## config.mk

```make
export PLATFORM = sky130hd
export DESIGN_NAME = pwe_multi
export DESIGN_NICKNAME = d
export VERILOG_FILES = /design/src/rtl/pwe_multi.sv
export SDC_FILE = /design/constraint.sdc
export NUM_CORES = 1
export LEC_CHECK = 0
export ABC_CLOCK_PERIOD_IN_PS = 4250
export CORE_UTILIZATION = 65
export CTS_CLUSTER_DIAMETER = 80
export CTS_CLUSTER_SIZE = 8
export DETAILED_ROUTE_END_ITERATION = 6
export DONT_BUFFER_PORTS = 1
export GPL_ROUTABILITY_DRIVEN = 0
export HOLD_SLACK_MARGIN = 0.02
export PLACE_DENSITY_LB_ADDON = 0.05
export SYNTH_ARGS = -nofsm -noshare
export SYNTH_HDL_FRONTEND = slang
export SYNTH_SLANG_ARGS = --single-unit
```

## constraint.sdc

```tcl
create_clock -name clk -period 4.25 [get_ports clk]
set_clock_uncertainty 0.15 [all_clocks]
set_input_delay 0.2125 -clock clk [delete_from_list [all_inputs] [get_ports clk]]
set_output_delay 0.2125 -clock clk [all_outputs]
set_load 0.05 [all_outputs]
```

## src/rtl/pwe_multi.sv

```systemverilog
// Multi-pulse width engine: programmable burst or continuous pulse train with
// abort, graceful stop, completed-pulse counter and fully registered outputs.
module pwe_multi #(
  parameter int   WIDTH      = 8,
  parameter int   COUNT_W    = 4,
  parameter logic IDLE_LEVEL = 1'b0
) (
  input  logic               clk,
  input  logic               rst_n,
  input  logic               enable,
  input  logic               start,
  input  logic               abort,
  input  logic               mode,
  input  logic [WIDTH-1:0]   high_len,
  input  logic [WIDTH-1:0]   gap_len,
  input  logic [COUNT_W-1:0] n_pulses,
  output logic               pulse_out,
  output logic               busy,
  output logic               done,
  output logic               aborted,
  output logic [COUNT_W-1:0] pulse_cnt
);

  localparam logic [1:0] S_IDLE = 2'd0;
  localparam logic [1:0] S_HIGH = 2'd1;
  localparam logic [1:0] S_GAP  = 2'd2;
  localparam logic [1:0] S_DONE = 2'd3;

  localparam logic [WIDTH-1:0]   W_ONE = WIDTH'(1);
  localparam logic [COUNT_W-1:0] C_ONE = COUNT_W'(1);

  logic [1:0]         state;
  logic [WIDTH-1:0]   cnt;
  logic [WIDTH-1:0]   hi_l;
  logic [WIDTH-1:0]   gap_l;
  logic [COUNT_W-1:0] np_l;
  logic               mode_l;
  logic               last_pulse;

  // np_l is normalised to >=1 at latch time and pulse_cnt starts at 0, so the
  // burst end is reached before pulse_cnt can wrap.
  assign last_pulse = mode_l ? ~enable : ((pulse_cnt + C_ONE) == np_l);

  always_ff @(posedge clk or negedge rst_n) begin
    if (!rst_n) begin
      state     <= S_IDLE;
      cnt       <= '0;
      hi_l      <= '0;
      gap_l     <= '0;
      np_l      <= '0;
      mode_l    <= 1'b0;
      pulse_out <= IDLE_LEVEL;
      busy      <= 1'b0;
      done      <= 1'b0;
      aborted   <= 1'b0;
      pulse_cnt <= '0;
    end else begin
      done    <= 1'b0;
      aborted <= 1'b0;
      case (state)
        S_IDLE: begin
          if (start && enable && !abort) begin
            hi_l      <= high_len;
            gap_l     <= (gap_len == '0) ? W_ONE : gap_len;
            np_l      <= (n_pulses == '0) ? C_ONE : n_pulses;
            mode_l    <= mode;
            pulse_cnt <= '0;
            if (high_len == '0) begin
              state <= S_DONE;
              done  <= 1'b1;
            end else begin
              state     <= S_HIGH;
              cnt       <= high_len - W_ONE;
              pulse_out <= ~IDLE_LEVEL;
              busy      <= 1'b1;
            end
          end
        end
        S_HIGH, S_GAP: begin
          if (abort) begin
            // a truncated high phase is deliberately not counted
            state     <= S_IDLE;
            pulse_out <= IDLE_LEVEL;
            busy      <= 1'b0;
            aborted   <= 1'b1;
          end else if (cnt != '0) begin
            cnt <= cnt - W_ONE;
          end else if (state == S_HIGH) begin
            pulse_cnt <= pulse_cnt + C_ONE;
            pulse_out <= IDLE_LEVEL;
            if (last_pulse) begin
              state <= S_DONE;
              done  <= 1'b1;
              busy  <= 1'b0;
            end else begin
              state <= S_GAP;
              cnt   <= gap_l - W_ONE;
            end
          end else begin
            state     <= S_HIGH;
            cnt       <= hi_l - W_ONE;
            pulse_out <= ~IDLE_LEVEL;
          end
        end
        S_DONE:  state <= S_IDLE;
        default: state <= S_IDLE;
      endcase
    end
  end

endmodule

```

======== Word-level counts from Yosys, hierarchy flattened ========
Index checks and enable logic that the tools add are counted.
word-level totals
  bits in registers ....................... 39
  latch bits .............................. 0
  RAM bits ................................ 0
  memory bits (read-only) ................. 0
  input bits .............................. 26
  output and inout bits ................... 8
  logic and storage cells ................. 88
  memories kept ........................... 0
cells by class
  add/sub/neg operators ................... 5
  $mul .................................... 0
  div/mod/pow operators ................... 0
  $lt $le $gt $ge ......................... 0
  equal/unequal tests ..................... 13
  shifts and indexed selects .............. 0
  mux-type cells .......................... 42
  bitwise gates (word level) .............. 1
  reduce and logical (&&, ||, !) cells .... 16
operator list
  cell                                                                 number
  8-bit two-way mux                                                    7
  8-bit by 1-bit subtractor with 8-bit output (second input constant)  4
  4-bit two-way mux                                                    5
  1-bit two-way mux                                                    19
  8-bit logical NOT                                                    2
  8-bit one-hot mux with 2 select lines                                1
  2-bit two-way mux                                                    5
  2-bit inequality test (second input constant)                        5
  5-bit AND reduction                                                  2
  3-bit inequality test (second input constant)                        3
  4-bit one-hot mux with 2 select lines                                1
  8-bit nonzero test                                                   1
  1-bit one-hot mux with 2 select lines                                3
  2-bit one-hot mux with 3 select lines                                1
  6-bit AND reduction                                                  1
  4-bit by 1-bit adder with 4-bit output (second input constant)       1
  2-bit == test (second input constant)                                2
  4-bit == test                                                        1
  4-bit logical NOT                                                    1
  4-bit inequality test (second input constant)                        1
  2-bit AND reduction                                                  2
  4-bit AND reduction                                                  1
  2-bit by 1-bit == test with 1-bit output (second input constant)     1
  1-bit logical AND                                                    2
  5 further kinds                                                      5

======== Logic depth before layout (Yosys ltp) ========
Gate-level depths: netlist (run 1).
  depth in word-level cells ............... 8
  mapped depth ............................ 10
  depth with buffers taken out ............ 9

======== Least setup slack after synthesis (run 1) ========
Ideal clock, no wire load.
  path type ............................... register to register
  from .................................... reg pulse_cnt[0]
  to ...................................... reg cnt[5]
  library setup time ...................... 69 ps
  arrival time ............................ 2165 ps
  required time ........................... 4031 ps
  slack ................................... 1866 ps
  cell stages (with the launch flop) ...... 8
  path buffers ............................ 0
  period minus slack after synthesis ...... 2384 ps
  path through ............................ dfrtp_1 -> ha_1 -> xnor2_1 -> nand3_1 -> o32ai_2 -> a31o_1 -> or4_1 -> nand3_1
on the way
  longest elaborated chain between the ends .. 5
ends and longest elaborated chain
  element                                 line  source
  start, declared                         21    output logic [COUNT_W-1:0] pulse_cnt
  start signal, assigned                  89    pulse_cnt <= pulse_cnt + C_ONE;
  4-bit by 1-bit adder with 4-bit output  42    assign last_pulse = mode_l ? ~enable : ((pulse_cnt + C_ONE) == np_l);
  4-bit == test                           42
  1-bit two-way mux                       42
  4-bit inequality test (no line)         --
  5-bit AND reduction (no line)           --
  end signal, assigned                    73    cnt <= high_len - W_ONE;
  end signal, assigned                    87    cnt <= cnt - W_ONE;
  end signal, assigned                    97    cnt <= gap_l - W_ONE;
  end, declared                           33    logic [WIDTH-1:0] cnt;
Every way passes these cells.
A chain may end at the register's enable or synchronous reset.

======== Worst setup path after layout (run 1) ========
  from .................................... reg state[0]
  to ...................................... reg cnt[6]
on the way
  longest elaborated chain between the ends .. 5
  elaborated cells on any way between the ends .. 14
  classes of those cells .................. 6 x eq/ne; 4 x mux; 4 x reduce/logical
ends and longest elaborated chain
  element                                   line    source
  start, declared                           32      logic [1:0] state;
  start signal, assigned                    46      state <= S_IDLE;
  start signal, assigned                    69      state <= S_DONE;
  start signal, assigned                    72      state <= S_HIGH;
  2-bit by 1-bit == test with 1-bit output  60, 88
  8-bit two-way mux                         88      end else if (state == S_HIGH) begin
  8-bit two-way mux                         86      end else if (cnt != '0) begin
  8-bit two-way mux                         80      if (abort) begin
  8-bit one-hot mux with 2 select lines     60      case (state)
Several ways; a longest one is shown, not always the timed one. The select of a mux whose other input is x is not followed.

==> results of run 1 <==
[critical path, delay by kind of cell, from the launching register on]
family | cells | cell delay [ns]
fa+ha+maj | 1 | 0.77
simple gates | 2 | 0.53
flops | 1 | 0.47
compound gates | 2 | 0.43
mux | 1 | 0.42
buf+inv | 1 | 0.12
[logic make-up after synthesis]
family,Yosys count,synth area share
and+or+nand+nor,58,0.139
AOI/OAI and AO/OA,48,0.144
buffers and inverters,18,0.0375
DFF,39,0.436
muxes,32,0.161
xor gates and xnor gates,8,0.0313
adders and majority gates,9,0.0504
[cells in the final DEF (no fill, tap or decap), drive strengths merged, types with 4 or more instances in the layout]
master       Yosys  layout
dlygate4sd3      0      24
mux2            31      31
inv              9       9
nor4             4       4
dfrtp           39      39
nor2            13      13
a21oi           10      10
nand2           14      14
a31oi           10      10
ha               9       9
nand3            9       9
xnor2            5       5
o21ai            9       9
o211ai           4       4
nand4            4       4
clkbuf           5       6
[stage by stage]
| stage | instance area [um2] | setup slack, ns |
|---|---|---|
| 3_3_place_gp | 2240 | 1.40 |
| 2_1_floorplan | 2240 | 1.87 |
| 6_report | 2550 | 1.22 |
| 4_1_cts | 2550 | 1.26 |
| 3_5_place_dp | 2240 | 1.28 |
| 5_1_grt | 2550 | 0.988 |
[layout make-up]
type	instances	area (um2)	area share
Clock buffer	6	41.3	0.0162
Clock inverter	2	12.5	0.00490
Inverter	9	33.8	0.0132
Multi-Input combinational cell	155	1180	0.460
Sequential cell	39	976	0.382
Tap cell	44	55.1	0.0215
Timing Repair Buffer	25	260	0.102
[power breakdown]
group,switching (mW),internal (mW),total (mW)
Combinational,0.577,0.470,1.05
Sequential,0.238,0.542,0.780
Clock,0.123,0.0639,0.187
Total,0.938,1.08,2.01
[worst max-delay path by stage]
stage               endpoint  slack (ns)  cells past startpoint
CTS                   cnt[7]        1.26                      7
detailed placement    cnt[5]        1.28                      8
global placement      cnt[5]        1.40                      8
finish                cnt[6]        1.22                      7
global route          cnt[5]        0.99                      8
floorplan             cnt[5]        1.87                      7
[sequential cells by signal (all words and copies together), names as in the netlist]
name,cells
state,2
done,1
mode_l,1
pulse_cnt,4
busy,1
aborted,1
cnt,8
np_l,4
hi_l,8
pulse_out,1
gap_l,8
[layer usage]
metal  up-vias  track usage  part of all wire
met5         -            0                 0
met4         0        0.166             0.034
met3        19       0.0917             0.064
met2        84        0.557              0.52
met1       852        0.367              0.38
li1        828            -                 -
[what timing repair did]
action                    CTS  global route
gates resized for setup     0             0
hold buffers               25             0
buffers inserted            0             0
hold endpoints to repair   66             0
==> results.yml, run 1 <==
layout:
  final_util: 0.810
  layout.nets: 270
  num_antenna_cells: 0
  drive_gt1_frac: 0.195
  syn_to_final_growth_pct: 14.3
  n_fill_cell: 208
  instances_no_fill: 280
worst_setup_path:
  worstRegToRegCells: 7
  cp-start-kind: "flip-flop"
  cp_slowest_stage_delay_ns: 0.77
  cp_slowest_cell: "ha_1"
  crit_start: "state[0]"
  worst_r2r_startpoint: "state[0]"
  cp_cell_sequence: "inv_1, ha_1, mux2_2, a31o_2, nor4_2, a211o_1, nand3_1"
  arrival_ns: 3.11
  r2r_end: "cnt[6]"
  worstPathRequired_ns: 4.33
  crit_path_end_kind: "flip-flop"
  r2r_slack_ns: 1.22
  cp_max_fo: 25
  critPathKind: "reg -> reg"
synthesis:
  yosysMostFrequentCell: "dfrtp_1"
  syn_area_um2: 2240
  avgSynthCellArea_um2: 10.5
  synth_edf_count: 0
  synth_ff_type: "dfrtp_1"
  syn_inst: 212
  synth_top_area_frac: 0.436
  syn_nets: 247
  synth_common_cells: "dfrtp_1, mux2_2, nand2_1"
  ys_seq_elements: 39
  synth_seq_area_share: 0.436
  synthDistinctLibCells: 42
  ys_warn_count: 0
  synth_top_area_cell: "dfrtp_1"
  async_flop_share: 1.00
  synthTopCellsByArea: "dfrtp_1, mux2_2, ha_1"
power_and_ir_drop:
  power_mw: 2.01
  max-vdd-ir-drop_mv: 0.463
  power_density_nw_per_um2: 788
  power_leakage_nw: 1.09
clock_tree:
  root_buffer: "clkbuf_4"
  cts_inserted_buffers: 5
  clk_pin_slew_ns: 0.11
  cts_tree: "built"
  clock_latency_ns: 0.36
  cts_sinks: 39
  h-tree-depth: 2
  ctsLongestPathBuffers: 2
timing:
  grt_setup_unrepaired: "no"
  fin_crit_ns: 3.03
  tns_ns: 0
  setup_violations: 0
  fmax_ghz: 0.330
  fin_crit_sh: 0.714
  maxSlewHeadroom: 0.379
  tightest_slew_ns: 0.929
  hold_ws_ns: 0.0515
  slew_viol_final: 0
  hold_violations: 0
die:
  fp-row-count: 20
  die_h_um: 60.7
  core-area_um2: 3150
  die_w_um: 60.7
  start_util: 0.709
  die-area_um2: 3680
  io_pins: 34
run:
  maxCapViolations: 0
min_path:
  min_to: "done"
  hp-start: "high_len[1]"
  hold_path_class: "in -> reg"
  holdPathStages: 4
status:
  outcome: "completed"
detailed_routing:
  dr_total_vias: 1783
  initialDrtViolationCount: 180
  vias_per_cell: 6.37
  drtAntennaViolNets: 0
  totalWireLength_mm: 5.21
  routedWlPerCell_um: 18.6
  drc: 0
  dr.pass1.iters: 4
global_routing:
  grt_overflow: 0
  grt_max_degree: 40
  grt_first_pass_wirelength_mm: 8.38
  track_usage: 0.324
  grt_pass1_vias: 1775
  grt_antenna_before_repair: 0
placement:
  dp_hpwl_mm: 3.36
  dp.cells: 247
  io_buffers: 0
Note: power is estimated with default switching activity, not from simulation.
==> run 2: changes to the inputs <==
- ABC_CLOCK_PERIOD_IN_PS: 4250 -> 3200
- CORE_UTILIZATION: 65 -> 63
- clock period: 4.25 -> 3.2 ns (I/O delays scaled with it)
==> run 2 against run 1 <==
Effect of this change: global-route usage fell by 3.0 points; die area is 3.1% higher; clock-buffer cell count unchanged; cell count increased by 3.2%; final area up 3.6%; via count barely moved; power grew 41%; register-to-register slack worse by 0.89 ns; combinational power rose by 44%; sequential cell count did not move; hold slack lost 0.013 ns; critical path depth is 1 higher; critical path type unchanged; critical endpoint is now cnt[5]; largest power group unchanged.
==> results.yml, run 2 (synthesis gave the netlist of run 1 again) <==
die:
  core-area_um2: 3360
  io_pins: 34
  start_util: 0.665
  die_w_um: 61.6
  fp-row-count: 21
  die-area_um2: 3790
  die_h_um: 61.6
min_path:
  hold_path_class: "in -> reg"
  holdPathStages: 4
  hp-start: "high_len[1]"
  min_to: "done"
placement:
  dp.cells: 254
  io_buffers: 0
  dp_hpwl_mm: 3.47
clock_tree:
  cts_tree: "built"
  root_buffer: "clkbuf_4"
  cts_sinks: 39
  postCtsHoldBufs: 27
  cts-resized-gates: 0
  clk_pin_slew_ns: 0.12
  cts_setup_buffers: 0
  clock_latency_ns: 0.36
  cts_inserted_buffers: 5
  h-tree-depth: 2
  ctsLongestPathBuffers: 2
layout:
  final_common_cell: "dfrtp_1"
  num_antenna_cells: 0
  largestRegisters: "cnt x8, gap_l x8, hi_l x8"
  drive_gt1_frac: 0.214
  instances_no_fill: 289
  layout_common_cells: "dfrtp_1, mux2_2, dlygate4sd3_1"
  n_fill_cell: 243
  syn_to_final_growth_pct: 18.4
  layout.nets: 277
run:
  maxCapViolations: 0
timing:
  maxSlewHeadroom: 0.370
  fin_crit_sh: 0.900
  fin_crit_ns: 2.88
  fmax_ghz: 0.347
  hold_violations: 0
  tightest_slew_ns: 0.943
  tns_ns: 0
  slew_viol_final: 0
  setup_violations: 0
  grt_setup_unrepaired: "no"
detailed_routing:
  dr.pass1.iters: 5
  drtAntennaViolNets: 0
  initialDrtViolationCount: 148
  vias_per_cell: 6.17
  totalWireLength_mm: 5.04
  routedWlPerCell_um: 17.4
  dr_total_vias: 1782
  drc: 0
global_routing:
  grt_pass1_vias: 1786
  grt_overflow: 0
  use_met1: 0.337
  grt_antenna_before_repair: 0
  track_usage: 0.294
  top_usage_layer: "met2"
  grt_util_met3: 0.0672
  use_met2: 0.530
  grt_first_pass_wirelength_mm: 7.90
  grt_max_degree: 40
power_and_ir_drop:
  power_leakage_nw: 1.14
  power_density_nw_per_um2: 1070
  max-vdd-ir-drop_mv: 0.587
worst_setup_path:
  r2r_slack_ns: 0.32
  cp_max_fo: 17
  worst_r2r_startpoint: "state[0]"
  worstPathRequired_ns: 3.35
  critPathKind: "reg -> reg"
  worstRegToRegCells: 8
  arrival_ns: 3.03
  crit_path_end_kind: "flip-flop"
  cp-start-kind: "flip-flop"
  r2r_end: "cnt[5]"
status:
  outcome: "completed"
## run 2: cell types whose count changed in the layout (fill, tap and decap cells not counted), sizes merged
cell         change
clkinvlp         -1
dlygate4sd3      +2
buf              +5
bufinv           +1
## run 2: final cells by class
cell class | count | area, um2 | share of cell area
timing repair buffer | 32 | 318 | 0.120
clock buffer | 6 | 51.3 | 0.0194
clock inverter | 2 | 35.0 | 0.0132
multi-input combinational | 155 | 1180 | 0.444
tap | 46 | 57.6 | 0.0217
sequential | 39 | 976 | 0.369
inverter | 9 | 33.8 | 0.0128
## run 2: metrics by stage
step                      worst slack, ns  cell area (um2)  hold WS, ns  utilization  total power [mW]
after CTS                           0.362             2650       0.0352        0.787              2.80
final                               0.321             2650       0.0388        0.787              2.84
after floorplan                     0.816             2240       -0.286            -              2.11
after global routing               0.0419             2650       0.0683        0.787              3.01
after global placement              0.521             2280       -0.285        0.678              2.33
after detailed placement            0.370             2280       -0.285        0.678              2.41
## run 2: worst max path at each step
stage / start / endpoint / slack (ns) / cells past startpoint
6_report: state[0] / cnt[5] / 0.32 / 8
2_1_floorplan: pulse_cnt[0] / cnt[5] / 0.82 / 7
4_1_cts: state[0] / cnt[5] / 0.36 / 8
5_1_grt: state[0] / cnt[5] / 0.04 / 8
3_5_place_dp: state[0] / cnt[5] / 0.37 / 8
3_3_place_gp: state[0] / cnt[5] / 0.52 / 8
## run 2: critical path: stages (launching register included)
cell and delay [ns]:
dfrtp_1 0.47, inv_1 0.12, ha_1 0.64, nor2b_1 0.19, o21ai_0 0.12, nand2b_1 0.19
a31o_1 0.31, or4_1 0.55, nand3_1 0.09
## run 2: layer usage
| metal | routed length, um | up-vias |
|---|---|---|
| met5 | 0 | - |
| met4 | 98 | 0 |
| met3 | 268 | 13 |
| met2 | 2680 | 69 |
| met1 | 1990 | 858 |
| li1 | - | 842 |
## run 2: where the power goes
| group | internal, mW | switching [mW] |
|---|---|---|
| registers | 0.721 | 0.247 |
| clock network | 0.185 | 0.172 |
| logic | 0.666 | 0.844 |
| total | 1.57 | 1.26 |
==> run 3: changes to the inputs <==
- ABC_CLOCK_PERIOD_IN_PS: 3200 -> 2650
- CORE_ASPECT_RATIO: not set -> 0.9
- clock period: 3.2 -> 2.65 ns (I/O delays scaled with it)
==> run 3 against run 2 <==
Effect of this change: routed wire length rose by 7.2%; utilization rose by 3.2 points; combinational power rose by 33%; global-route usage rose by 2.4 points; critical path depth fell by 1; clock-buffer cell count did not move; highest routed layer unchanged; final area rose by 4.6%; fmax rose by 14%; sequential share of layout area fell by 1.6 points; cell count rose by 2.1%; sequential cell count did not move; non-clock buffer count rose by 8.
==> results.yml, run 3 (synthesis gave the netlist of run 1 again) <==
timing:
  setup_ws_ns: 0.119
  setup_violations: 0
  fin_crit_sh: 0.955
  tns_ns: 0
  fin_crit_ns: 2.53
  slew_viol_final: 0
  hold_violations: 0
  fmax_ghz: 0.395
  maxSlewHeadroom: 0.684
  tightest_slew_ns: 0.470
worst_setup_path:
  cp_slowest_stage_delay_ns: 0.42
  r2r_slack_ns: 0.12
  r2r_end: "cnt[6]"
  worstPathRequired_ns: 2.68
  cp_max_fo: 5
  worstRegToRegCells: 7
  cp-start-kind: "flip-flop"
  cp_slowest_cell: "dfrtp_1"
  cp_cell_sequence: "inv_1, ha_2, mux2_2, a31o_2, nor4_2, a211o_1, nand3_1"
  crit_start: "state[1]"
  crit_path_end_kind: "flip-flop"
  worst_r2r_startpoint: "state[1]"
  arrival_ns: 2.56
  critPathKind: "reg -> reg"
detailed_routing:
  dr_total_vias: 1836
  routedWlPerCell_um: 18.3
  drc: 0
  drtAntennaViolNets: 0
  initialDrtViolationCount: 146
  vias_per_cell: 6.22
  dr.pass1.iters: 4
  totalWireLength_mm: 5.40
min_path:
  hold_path_class: "in -> reg"
  holdPathStages: 3
  min_to: "done"
  hp-start: "enable"
layout:
  drive_gt1_frac: 0.255
  layout_common_cells: "dfrtp_1, mux2_2, dlygate4sd3_1"
  n_fill_cell: 200
  seq_area_um2: 977
  final_common_cell: "dfrtp_1"
  final_util: 0.820
  syn_to_final_growth_pct: 23.8
  largestRegisters: "cnt x8, gap_l x8, hi_l x8"
  multi_input_area_um2: 1190
  num_antenna_cells: 0
  layout.nets: 285
die:
  die_h_um: 58.5
  die-area_um2: 3790
  io_pins: 34
  fp-row-count: 20
  die_w_um: 64.8
  start_util: 0.662
  core-area_um2: 3380
power_and_ir_drop:
  power_leakage_nw: 1.20
  p_clk_frac: 0.156
  max-vdd-ir-drop_mv: 0.745
  power_density_nw_per_um2: 1360
  p_sw_mw: 1.58
  pwr-share-comb: 0.535
  power.internal_mw: 2.18
  p_seq_frac: 0.309
  swShare: 0.420
  power_mw: 3.76
clock_tree:
  cts_tree: "built"
  h-tree-depth: 2
  ctsLongestPathBuffers: 2
  root_buffer: "clkbuf_8"
  cts_inserted_buffers: 5
  clock_latency_ns: 0.30
  cts_sinks: 39
  clk_pin_slew_ns: 0.07
placement:
  pre_cts_ws_ns: -0.0208
  dp_hpwl_mm: 3.65
  io_buffers: 0
status:
  outcome: "completed"
global_routing:
  track_usage: 0.318
  grt_overflow: 0
  grt_first_pass_wirelength_mm: 8.83
  grt_pass1_vias: 1931
  grt_antenna_before_repair: 0
  grt_max_degree: 40
run:
  maxCapViolations: 0
## run 3: layout make-up
| cell class | count | share of cell area |
|---|---|---|
| sequential | 39 | 0.353 |
| multi-input combinational | 155 | 0.432 |
| clock buffer | 6 | 0.0262 |
| timing repair buffer | 40 | 0.136 |
| tap | 44 | 0.0199 |
| inverter | 9 | 0.0122 |
| clock inverter | 2 | 0.0217 |
## run 3: worst max path at each step
stage | endpoint | slack [ns]
global route | cnt[7] | -0.002
detailed placement | cnt[4] | -0.02
global placement | cnt[4] | 0.12
CTS | cnt[4] | 0.08
finish | cnt[6] | 0.12
floorplan | cnt[5] | 0.27
## run 3: worst max-delay path, delay by kind of cell, from the launching register on
kind | cells | cell delay [ns]
AND/OR/NAND/NOR | 2 | 0.49
AO/OA/AOI/OAI | 2 | 0.43
flip-flops | 1 | 0.42
adder cells (fa/ha/maj) | 1 | 0.42
multiplexers | 1 | 0.37
buffers and inverters | 1 | 0.13
## run 3: metrics by stage
step           instance area [um2]  hold slack [ns]  instances
6_report                      2770           0.0394        295
5_1_grt                       2770           0.0752        295
4_1_cts                       2740           0.0268        294
3_5_place_dp                  2350           -0.312        261
3_3_place_gp                  2350           -0.312        261
2_1_floorplan                 2240           -0.313        212
## run 3: layer usage
metal,track usage,share of wire
met1,0.342,0.38
met2,0.568,0.52
met3,0.0988,0.066
met4,0.159,0.030
met5,0,0
## run 3: what timing repair did
item	CTS	global route
hold buffers	25	1
endpoints found under the hold margin	66	1
setup endpoints to repair	2	4
gates resized for setup	1	4
buffers inserted	0	0
## run 3: power groups by stage
stage	combinational, mW	sequential [mW]	clock (mW)
floorplan	1.36	1.18	0
global placement	1.80	1.15	0
detailed placement	1.88	1.16	0
CTS	1.94	1.15	0.595
global route	2.21	1.19	0.614
finish	2.01	1.16	0.588
